File: src/rtl/outfea_wr_addrgen.sv
// Output-feature write address generator.
// Turns the stream of finished output pixels (x innermost, then y, then map)
// into a registered write enable, address and data for the output feature
// map memory. Address = map*OUT_W*OUT_H + y*OUT_W + x.
module outfea_wr_addrgen #(
  parameter int OUT_W      = 8,
  parameter int OUT_H      = 8,
  parameter int NUM_MAPS   = 4,
  parameter int ADDR_WIDTH = 8,
  parameter int DATA_WIDTH = 16,
  parameter int X_WIDTH    = 3,
  parameter int Y_WIDTH    = 3,
  parameter int M_WIDTH    = 2
) (
  input  logic                  clk,
  input  logic                  reset,
  input  logic                  start,
  input  logic                  in_valid,
  input  logic [DATA_WIDTH-1:0] in_data,
  output logic                  wr_en,
  output logic [ADDR_WIDTH-1:0] wr_addr,
  output logic [DATA_WIDTH-1:0] wr_data,
  output logic                  busy,
  output logic                  done,
  output logic                  err
);

  typedef enum logic [1:0] {
    S_IDLE = 2'd0,
    S_RUN  = 2'd1,
    S_DONE = 2'd2
  } state_t;

  // Address strides held at the address width so the sum never truncates
  // for legal parameter sets.
  localparam logic [ADDR_WIDTH-1:0] ROW_STRIDE = ADDR_WIDTH'(OUT_W);
  localparam logic [ADDR_WIDTH-1:0] MAP_STRIDE = ADDR_WIDTH'(OUT_W * OUT_H);

  localparam logic [X_WIDTH-1:0] X_LAST = X_WIDTH'(OUT_W - 1);
  localparam logic [Y_WIDTH-1:0] Y_LAST = Y_WIDTH'(OUT_H - 1);
  localparam logic [M_WIDTH-1:0] M_LAST = M_WIDTH'(NUM_MAPS - 1);

  state_t                  state_q, state_d;
  logic [X_WIDTH-1:0]      x_q, x_d;
  logic [Y_WIDTH-1:0]      y_q, y_d;
  logic [M_WIDTH-1:0]      m_q, m_d;
  logic                    wr_en_q, wr_en_d;
  logic [ADDR_WIDTH-1:0]   wr_addr_q, wr_addr_d;
  logic [DATA_WIDTH-1:0]   wr_data_q, wr_data_d;
  logic                    err_q, err_d;

  logic                    last_x, last_y, last_m;
  logic [ADDR_WIDTH-1:0]   cur_addr;

  assign last_x   = (x_q == X_LAST);
  assign last_y   = (y_q == Y_LAST);
  assign last_m   = (m_q == M_LAST);
  assign cur_addr = ADDR_WIDTH'(m_q) * MAP_STRIDE
                  + ADDR_WIDTH'(y_q) * ROW_STRIDE
                  + ADDR_WIDTH'(x_q);

  // Next-state logic: start wins over everything, then accept/err handling.
  always_comb begin
    // NOTE: every target gets a default first (hold or clear) so no path
    // through the branches below leaves a signal unassigned and infers a latch.
    state_d   = state_q;
    x_d       = x_q;
    y_d       = y_q;
    m_d       = m_q;
    wr_en_d   = 1'b0;
    wr_addr_d = wr_addr_q;
    wr_data_d = wr_data_q;
    err_d     = err_q;

    if (start) begin
      state_d = S_RUN;
      x_d     = '0;
      y_d     = '0;
      m_d     = '0;
      err_d   = 1'b0;
    end else if (in_valid) begin
      if (state_q == S_RUN) begin
        wr_en_d   = 1'b1;
        wr_addr_d = cur_addr;
        wr_data_d = in_data;
        if (!last_x) begin
          x_d = x_q + X_WIDTH'(1);
        end else begin
          x_d = '0;
          if (!last_y) begin
            y_d = y_q + Y_WIDTH'(1);
          end else begin
            y_d = '0;
            if (!last_m) begin
              m_d = m_q + M_WIDTH'(1);
            end else begin
              m_d     = '0;
              state_d = S_DONE;
            end
          end
        end
      end else begin
        // Pixel arrived with no frame open: drop it and flag it.
        err_d = 1'b1;
      end
    end
  end

  // State and output registers with synchronous active-high reset.
  always_ff @(posedge clk) begin
    // NOTE: sequential state uses non-blocking assignments so every register
    // samples the pre-edge values and simulation matches the synthesized flops.
    if (reset) begin
      state_q   <= S_IDLE;
      x_q       <= '0;
      y_q       <= '0;
      m_q       <= '0;
      wr_en_q   <= 1'b0;
      wr_addr_q <= '0;
      wr_data_q <= '0;
      err_q     <= 1'b0;
    end else begin
      state_q   <= state_d;
      x_q       <= x_d;
      y_q       <= y_d;
      m_q       <= m_d;
      wr_en_q   <= wr_en_d;
      wr_addr_q <= wr_addr_d;
      wr_data_q <= wr_data_d;
      err_q     <= err_d;
    end
  end

  assign wr_en   = wr_en_q;
  assign wr_addr = wr_addr_q;
  assign wr_data = wr_data_q;
  assign busy    = (state_q == S_RUN);
  assign done    = (state_q == S_DONE);
  assign err     = err_q;

endmodule

File: config.mk
export PLATFORM = sky130hd
export DESIGN_NAME = outfea_wr_addrgen
export DESIGN_NICKNAME = d
export VERILOG_FILES = /design/src/rtl/outfea_wr_addrgen.sv
export SDC_FILE = /design/constraint.sdc
export NUM_CORES = 1
export LEC_CHECK = 0
export CAP_MARGIN = 20
export CORE_ASPECT_RATIO = 0.5
export CORE_MARGIN = 3
export CORE_UTILIZATION = 44
export DETAILED_ROUTE_END_ITERATION = 8
export GPL_TIMING_DRIVEN = 0
export PLACE_DENSITY = 0.78
export SLEW_MARGIN = 20
export SYNTH_ARGS = -nofsm -noshare
export SYNTH_HDL_FRONTEND = slang
export SYNTH_SLANG_ARGS = --single-unit
export TNS_END_PERCENT = 5
File: constraint.sdc
create_clock -name clk -period 1.7 [get_ports clk]
set_clock_uncertainty 0.1 [all_clocks]
set_input_delay 0.34 -clock clk [delete_from_list [all_inputs] [get_ports clk]]
set_output_delay 0.34 -clock clk [all_outputs]
set_load 0.05 [all_outputs]
==> results.cfg, run 1 <==
[run_status]
outcome = finished, final reports clean

[global_route]
met2_usage = 0.290
grt_use_met1 = 0.212
grt_pass1_wl_um = 5220
grtUsageMet3 = 0.0596
antenna_found_initial = 0
top_usage_layer = met2
grt_overflow = 0
grt_max_degree = 12
groute.usage.overall = 0.173
grt_pass1_vias = 1158

[synth]
synth_edf_count = 0
synth-seq-cells = 36
synthArstFlopShare = 0
synth_common_cells = nand2_1 (55), dfxtp_1 (36), a21oi_1 (33), ha_1 (5)
yosys.cell_count.top_type = nand2_1
synth_top_flop_cell = dfxtp_1
synth_nets = 190
post-synth-top-area-fraction = 0.517
syn_avg_cell_area_um2 = 8.46
synth_area_um2 = 1400
ys_seq_area_frac = 0.517
synth_area_leaders = dfxtp_1 (52%), nand2_1 (15%), a21oi_1 (12%)
yosysWarnings = 0
synth_cells = 165
synth_top_cell_by_area = dfxtp_1
yosysUniqueCellTypes = 25

[clock_tree]
h-tree-depth = 2
cts.sinks = 36
cts_setup_buffers = 0
worstSkewPairLatency_ps = 290
path_clk_slew_ps = 70
hold_buffers = 0
root_buffer = clkbuf_8
cts_inserted_buffers = 5
cts_tree = done
cts.path.max_buffers = 2

[detailed_routing]
drtPass1Iterations = 4
drtIter0Drc = 39
vias = 1271
routed_wl_um = 3230
wl_per_cell_um = 12.6
viasPerCell = 4.96
drc_errors = 0
drt.antenna.violating_nets = 0

[worst_setup_path]
crit_required_ps = 1260
worstReg2RegStart = y_q[1]
rrSetupSlack_ps = 90
path_max_fanout = 8
arrival_ps = 1220
r2r_cells = 5
critPathLaunchType = flip-flop
critical_path_class = flip-flop to primary output
r2r-end = m_q[0]
end_kind = primary output

[floorplanning]
fp-row-count = 13
core_um2 = 2800
start_util = 0.499
die_x_um = 85.6
pin_count = 48
die_h_um = 45.8
dieArea_um2 = 3920

[sta]
rsz0062_at_grt = yes
fmax_mhz = 601
slew_viol_final = 0
fin_ws_ps = 37.2
worst_slew_pin_slew_ps = 506
hold_violations = 0
setup_viol = 0
fin_crit_sh = 0.978
finalCriticalPeriod_ps = 1660
maxSlewHeadroom = 0.664

[finish]
final_cells = 256
syn_to_final_growth_pct = 43.0
fillerInstances = 235
register_area_um2 = 726
diodes = 0
drive_gt1_frac = 0.114
fin_area_um2 = 1990
multiInputGateArea_um2 = 626
nets = 243

[placement]
dp_cells = 248
io_buffers = 46
place_congestion = 0.756
placed_area_um2 = 1900
dpl.hpwl_um = 2300
pre_cts_ws_ps = -200

[worst_hold_path]
whs_endpoint = wr_data[8]
hold_start = reset
hp-class = input pin to flip-flop
whs_path_depth = 2

[job]
cap_violations = 0

[pwr]
leakagePower_nw = 0.867
p_per_area_nw_per_um2 = 888
vdd_drop_max_v = 0.000731
==> per-layer routing <==
layer,up-vias,part of all wire
met1,583,0.44
met2,28,0.49
met5,-,0
met3,6,0.050
met4,0,0.012
li1,654,-
==> layout make-up <==
class,count,share of cell area
clock buffer,6,0.0364
tap,37,0.0232
inverter,3,0.00565
sequential,36,0.364
clock inverter,2,0.0176
buffer,10,0.0263
multi-input combinational,116,0.314
timing repair buffer,46,0.213
==> state kept, by name (all words and copies together) (netlist names) <==
name / count
y_q: 3
wr_en: 1
m_q: 2
state_q: 2
x_q: 3
wr_data: 16
wr_addr: 8
err: 1
==> per-stage QoR <==
stage,utilization,TNS [ps],hold slack (ps),power [mW]
2_1_floorplan,-,0,345,0.981
3_3_place_gp,0.680,-4230,341,1.06
3_5_place_dp,0.680,-4270,346,1.07
4_1_cts,0.708,-26.6,300,1.79
5_1_grt,0.713,-11.0,353,1.84
6_report,0.713,0,317,1.77
==> kinds of logic (layout without fill, tap and decap cells) <==
family,after synthesis,in the layout,synth area share
AO/OA/AOI/OAI,37,37,0.134
adder cells (fa/ha/maj),5,5,0.0448
AND/OR/NAND/NOR,73,73,0.252
buffers and inverters,13,67,0.0457
multiplexers,1,1,0.00718
flip-flops,36,36,0.517
==> worst max-delay path, cell delays in order, from the launching register on <==
cell and delay (ps):
dfxtp_2 430, nand2b_1 90, inv_1 60, clkdlybuf4s18_2 350
==> how the worst max path moves through the flow <==
stage	from	slack, ps	depth (start not counted)	to
3_5_place_dp	in_valid	-200	4	m_q[0]
6_report	state_q[0]	40	3	busy
4_1_cts	state_q[0]	-30	2	done
2_1_floorplan	x_q[0]	190	5	m_q[0]
3_3_place_gp	state_q[0]	-190	3	busy
5_1_grt	state_q[0]	-10	3	busy
==> where the power goes <==
group	total (mW)	switching (mW)	leakage, nW	internal, mW
Sequential	0.868	0.00993	0.293	0.858
Clock	0.732	0.297	0.0552	0.435
Combinational	0.171	0.101	0.519	0.0694
Total	1.77	0.408	0.867	1.36
==> cell usage in the layout, fill, tap and decap left out, types with 2 or more instances in the layout <==
cell type        count
nand2_1             55
a21oi_1             33
dfxtp_1             32
dlygate4sd2_1       26
clkdlybuf4s50_1     17
clkbuf_1             5
clkbuf_8             5
nor2_1               4
buf_2                4
dfxtp_2              4
inv_1                3
buf_4                3
ha_1                 3
nand3_1              2
o21ai_0              2
or3_1                2
==> what timing repair did <==
action	4_1_cts	5_1_grt
endpoints found under the setup margin	28	5
gates cloned	0	0
gates resized for setup	33	10
endpoints found under the hold margin	0	0
No activity file was read; power rests on OpenSTA's default activity.
==> run 2, diff against run 1 <==
Settings changed: GPL_TIMING_DRIVEN 0 to 1, SETUP_SLACK_MARGIN set to 0.05.
==> results.cfg, run 2 (synthesis gave the netlist of run 1 again) <==
[finish]
fillerInstances = 213
diodes = 0
final_cells = 252
final_common_cell = nand2_1
layout_common_cells = nand2_1 (55), a21oi_1 (33), dfxtp_1 (33)
fin_area_um2 = 2010
largest_register_ff_count = 16
syn_to_final_growth_pct = 43.9
final_core_util = 0.717
nets = 239
drive_gt1_frac = 0.237
multiInputGateArea_um2 = 638
register_area_um2 = 724

[global_route]
groute.usage.overall = 0.184
grt_pass1_vias = 1173
antenna_found_initial = 0
grt_overflow = 0
grt_max_degree = 26
grt_pass1_wl_um = 5420

[run_status]
outcome = finished, final reports clean

[detailed_routing]
vias = 1265
drtPass1Iterations = 4
wl_per_cell_um = 13.4
drc_errors = 0
drt.antenna.violating_nets = 0
drtIter0Drc = 49
routed_wl_um = 3370
viasPerCell = 5.02

[sta]
fmax_mhz = 622
fin_crit_sh = 0.946
holdWs_ps = 357
maxSlewHeadroom = 0.748
worst_slew_pin_slew_ps = 378
slew_viol_final = 0
setup_viol = 0
rsz0062_at_grt = no
hold_violations = 0
finalCriticalPeriod_ps = 1610
fin_ws_ps = 92.2
finalSetupTns_ps = 0

[pwr]
totalPowerFinal_mw = 1.79
p_per_area_nw_per_um2 = 893
vdd_drop_max_v = 0.000511
leakagePower_nw = 0.793

[floorplanning]
core_um2 = 2800
pin_count = 48
fp-row-count = 13
dieArea_um2 = 3920
start_util = 0.499
die_h_um = 45.8
die_x_um = 85.6

[clock_tree]
cts.sinks = 36
path_clk_slew_ps = 70
cts_inserted_buffers = 5
h-tree-depth = 2
cts.path.max_buffers = 2
cts_tree = done
cts_setup_buffers = 0
root_buffer = clkbuf_8
hold_buffers = 0
worstSkewPairLatency_ps = 290

[placement]
place_congestion = 0.787
dpl.hpwl_um = 2240
dp_cells = 244
io_buffers = 47
pre_cts_ws_ps = -150
placed_area_um2 = 1860

[worst_setup_path]
crit_required_ps = 1820
end_kind = flip-flop
arrival_ps = 1720
path_max_fanout = 6
critical_path_class = input pin to flip-flop
critPathLaunchType = input pin

[worst_hold_path]
hp-class = flip-flop to flip-flop

[job]
cap_violations = 0
[run 2: cell types whose count changed in the layout (fill, tap and decap cells not counted), sizes merged]
cell | previous run | this run
clkinvlp | 0 | 1
clkdlybuf4s50 | 17 | 19
buf | 7 | 33
clkdlybuf4s18 | 1 | 0
dlygate4sd2 | 26 | 0
dlymetal6s2s | 1 | 0
clkbuf | 10 | 5
[run 2: what timing repair did]
action,CTS,global route
pin swaps,0,0
resized for setup,1,7
setup endpoints to repair,3,2
[run 2: report_power, final]
group          total, mW  internal [mW]  switching, mW
Clock              0.742          0.434          0.308
Combinational      0.182         0.0803          0.102
Sequential         0.869          0.858         0.0111
Total               1.79           1.37          0.421
[run 2: path summary, 6_finish.rpt]
path | from | to | slack (ps) | cells after the start
max | in_valid | m_q[0] | 90 | 4
min | wr_data[1] | wr_data[1] | 360 | 2
max reg2reg | x_q[1] | m_q[0] | 100 | 5
min reg2reg | wr_data[1] | wr_data[1] | 360 | 2
[run 2: layout make-up]
class | count | area share
timing repair buffer | 52 | 0.237
clock inverter | 3 | 0.0212
clock buffer | 5 | 0.0343
multi-input combinational | 116 | 0.318
tap | 37 | 0.0231
sequential | 36 | 0.361
inverter | 3 | 0.00561
[run 2: critical path: stages]
cell and delay [ps]:
clkdlybuf4s50_1 640, nand4b_4 160, or4_1 430, a21oi_1 140
[run 2: routing by layer]
| layer | wire [µm] | part of all wire | global-route usage |
|---|---|---|---|
| met2 | 1670 | 0.49 | 0.324 |
| met1 | 1410 | 0.42 | 0.205 |
| met4 | 106 | 0.031 | 0.107 |
| met5 | 0 | 0 | 0 |
| met3 | 190 | 0.056 | 0.0560 |
==> run 3, diff against run 2 <==
Clock period 1.7 ns to 1.6 ns, I/O delays scaled along.
==> results.cfg, run 3 (synthesis gave the netlist of run 1 again) <==
[detailed_routing]
drt.antenna.violating_nets = 0
wl_per_cell_um = 14.6
routed_wl_um = 3740
drc_errors = 0
drtPass1Iterations = 4
viasPerCell = 5.14
vias = 1316
drtIter0Drc = 46

[floorplanning]
fp-row-count = 13
die_x_um = 85.6
start_util = 0.499
die_h_um = 45.8
dieArea_um2 = 3920
core_um2 = 2800
pin_count = 48

[worst_hold_path]
hp-class = flip-flop to flip-flop

[pwr]
power_frac_clock = 0.405
combPwrFrac = 0.118
vdd_drop_max_v = 0.000869
swShare = 0.235
totalPowerFinal_mw = 1.95
p_int_mw = 1.49
p_seq_frac = 0.476
p_sw_uw = 459
leakagePower_nw = 0.892
p_per_area_nw_per_um2 = 827

[finish]
nets = 243
fin_area_um2 = 2360
fillerInstances = 169
layout_common_cells = nand2_1 (55), a21oi_1 (32), dfxtp_1 (32)
syn_to_final_growth_pct = 69.1
diodes = 0
final_common_cell = nand2_1
drive_gt1_frac = 0.260
largest_register_ff_count = 16

[placement]
io_buffers = 47
dpl.hpwl_um = 2630
place_congestion = 0.805
placed_area_um2 = 2220
pre_cts_ws_ps = -257

[sta]
finalSetupTns_ps = 0
finalCriticalPeriod_ps = 1560
rsz0062_at_grt = yes
fmax_mhz = 642
setup_viol = 0
fin_ws_ps = 41.2
hold_violations = 0
fin_crit_sh = 0.974
maxSlewHeadroom = 0.709
slew_viol_final = 0
worst_slew_pin_slew_ps = 437

[global_route]
grt_max_degree = 26
grt_overflow = 0
grt_pass1_wl_um = 6150
grt_pass1_vias = 1286
antenna_found_initial = 0
groute.usage.overall = 0.210

[clock_tree]
cts_setup_buffers = 0
h-tree-depth = 2
path_clk_slew_ps = 80
cts.sinks = 36
cts_inserted_buffers = 5
cts.path.max_buffers = 2
worstSkewPairLatency_ps = 290
root_buffer = clkbuf_8
cts_tree = done

[worst_setup_path]
crit_required_ps = 1730
critical_path_class = flip-flop to flip-flop
path_max_fanout = 6
arrival_ps = 1690
end_kind = flip-flop
critPathLaunchType = flip-flop

[job]
cap_violations = 0

[run_status]
outcome = finished, final reports clean
==> run 3: repair_timing <==
action	CTS	global route
gates cloned	0	0
gates resized for setup	5	7
hold buffers	0	0
endpoints found under the setup margin	3	9
==> run 3: layer usage <==
layer  part of all wire  GRT usage  vias up
li1                   -          -      655
met1               0.41      0.238      620
met2               0.52      0.373       33
met3              0.045     0.0668        8
met4              0.024     0.0946        0
met5                  0          0        -
==> run 3: area by class of cell <==
class | instances | area, µm² | share of cell area
Clock inverter | 2 | 35.0 | 0.0148
Timing Repair Buffer | 56 | 835 | 0.354
Clock buffer | 6 | 72.6 | 0.0308
Sequential cell | 36 | 728 | 0.309
Tap cell | 37 | 46.3 | 0.0196
Inverter | 3 | 11.3 | 0.00477
Multi-Input combinational cell | 116 | 632 | 0.268
==> run 3: power groups by stage <==
stage,clock network (mW),registers [mW],logic (mW)
after detailed placement,0,0.950,0.230
final,0.791,0.929,0.231
after floorplan,0,0.986,0.0568
after global placement,0,0.948,0.226
after global routing,0.838,0.931,0.244
after CTS,0.800,0.929,0.233
==> run 3: through the flow <==
step                       util  hold slack (ps)  cells
after detailed placement  0.793              368    248
after floorplan               -              345    165
after global routing      0.843              392    256
final                     0.843              369    256
after CTS                 0.838              385    256
after global placement    0.793              360    248
==> run 3: path summary, 6_finish.rpt <==
| kind | from | to | slack, ps | cells after the start |
|---|---|---|---|---|
| worst max-delay path | x_q[0] | m_q[0] | 40 | 5 |
| worst max register to register | x_q[0] | m_q[0] | 40 | 5 |
| worst min register to register | y_q[1] | y_q[1] | 370 | 2 |
| worst min-delay path | y_q[1] | y_q[1] | 370 | 2 |
==> run 3: critical path, stage by stage (launching register included) <==
cell and delay, ps:
dfxtp_1 340, ha_2 190, ha_4 160, nand4b_4 120
or4_1 440, a21oi_1 130
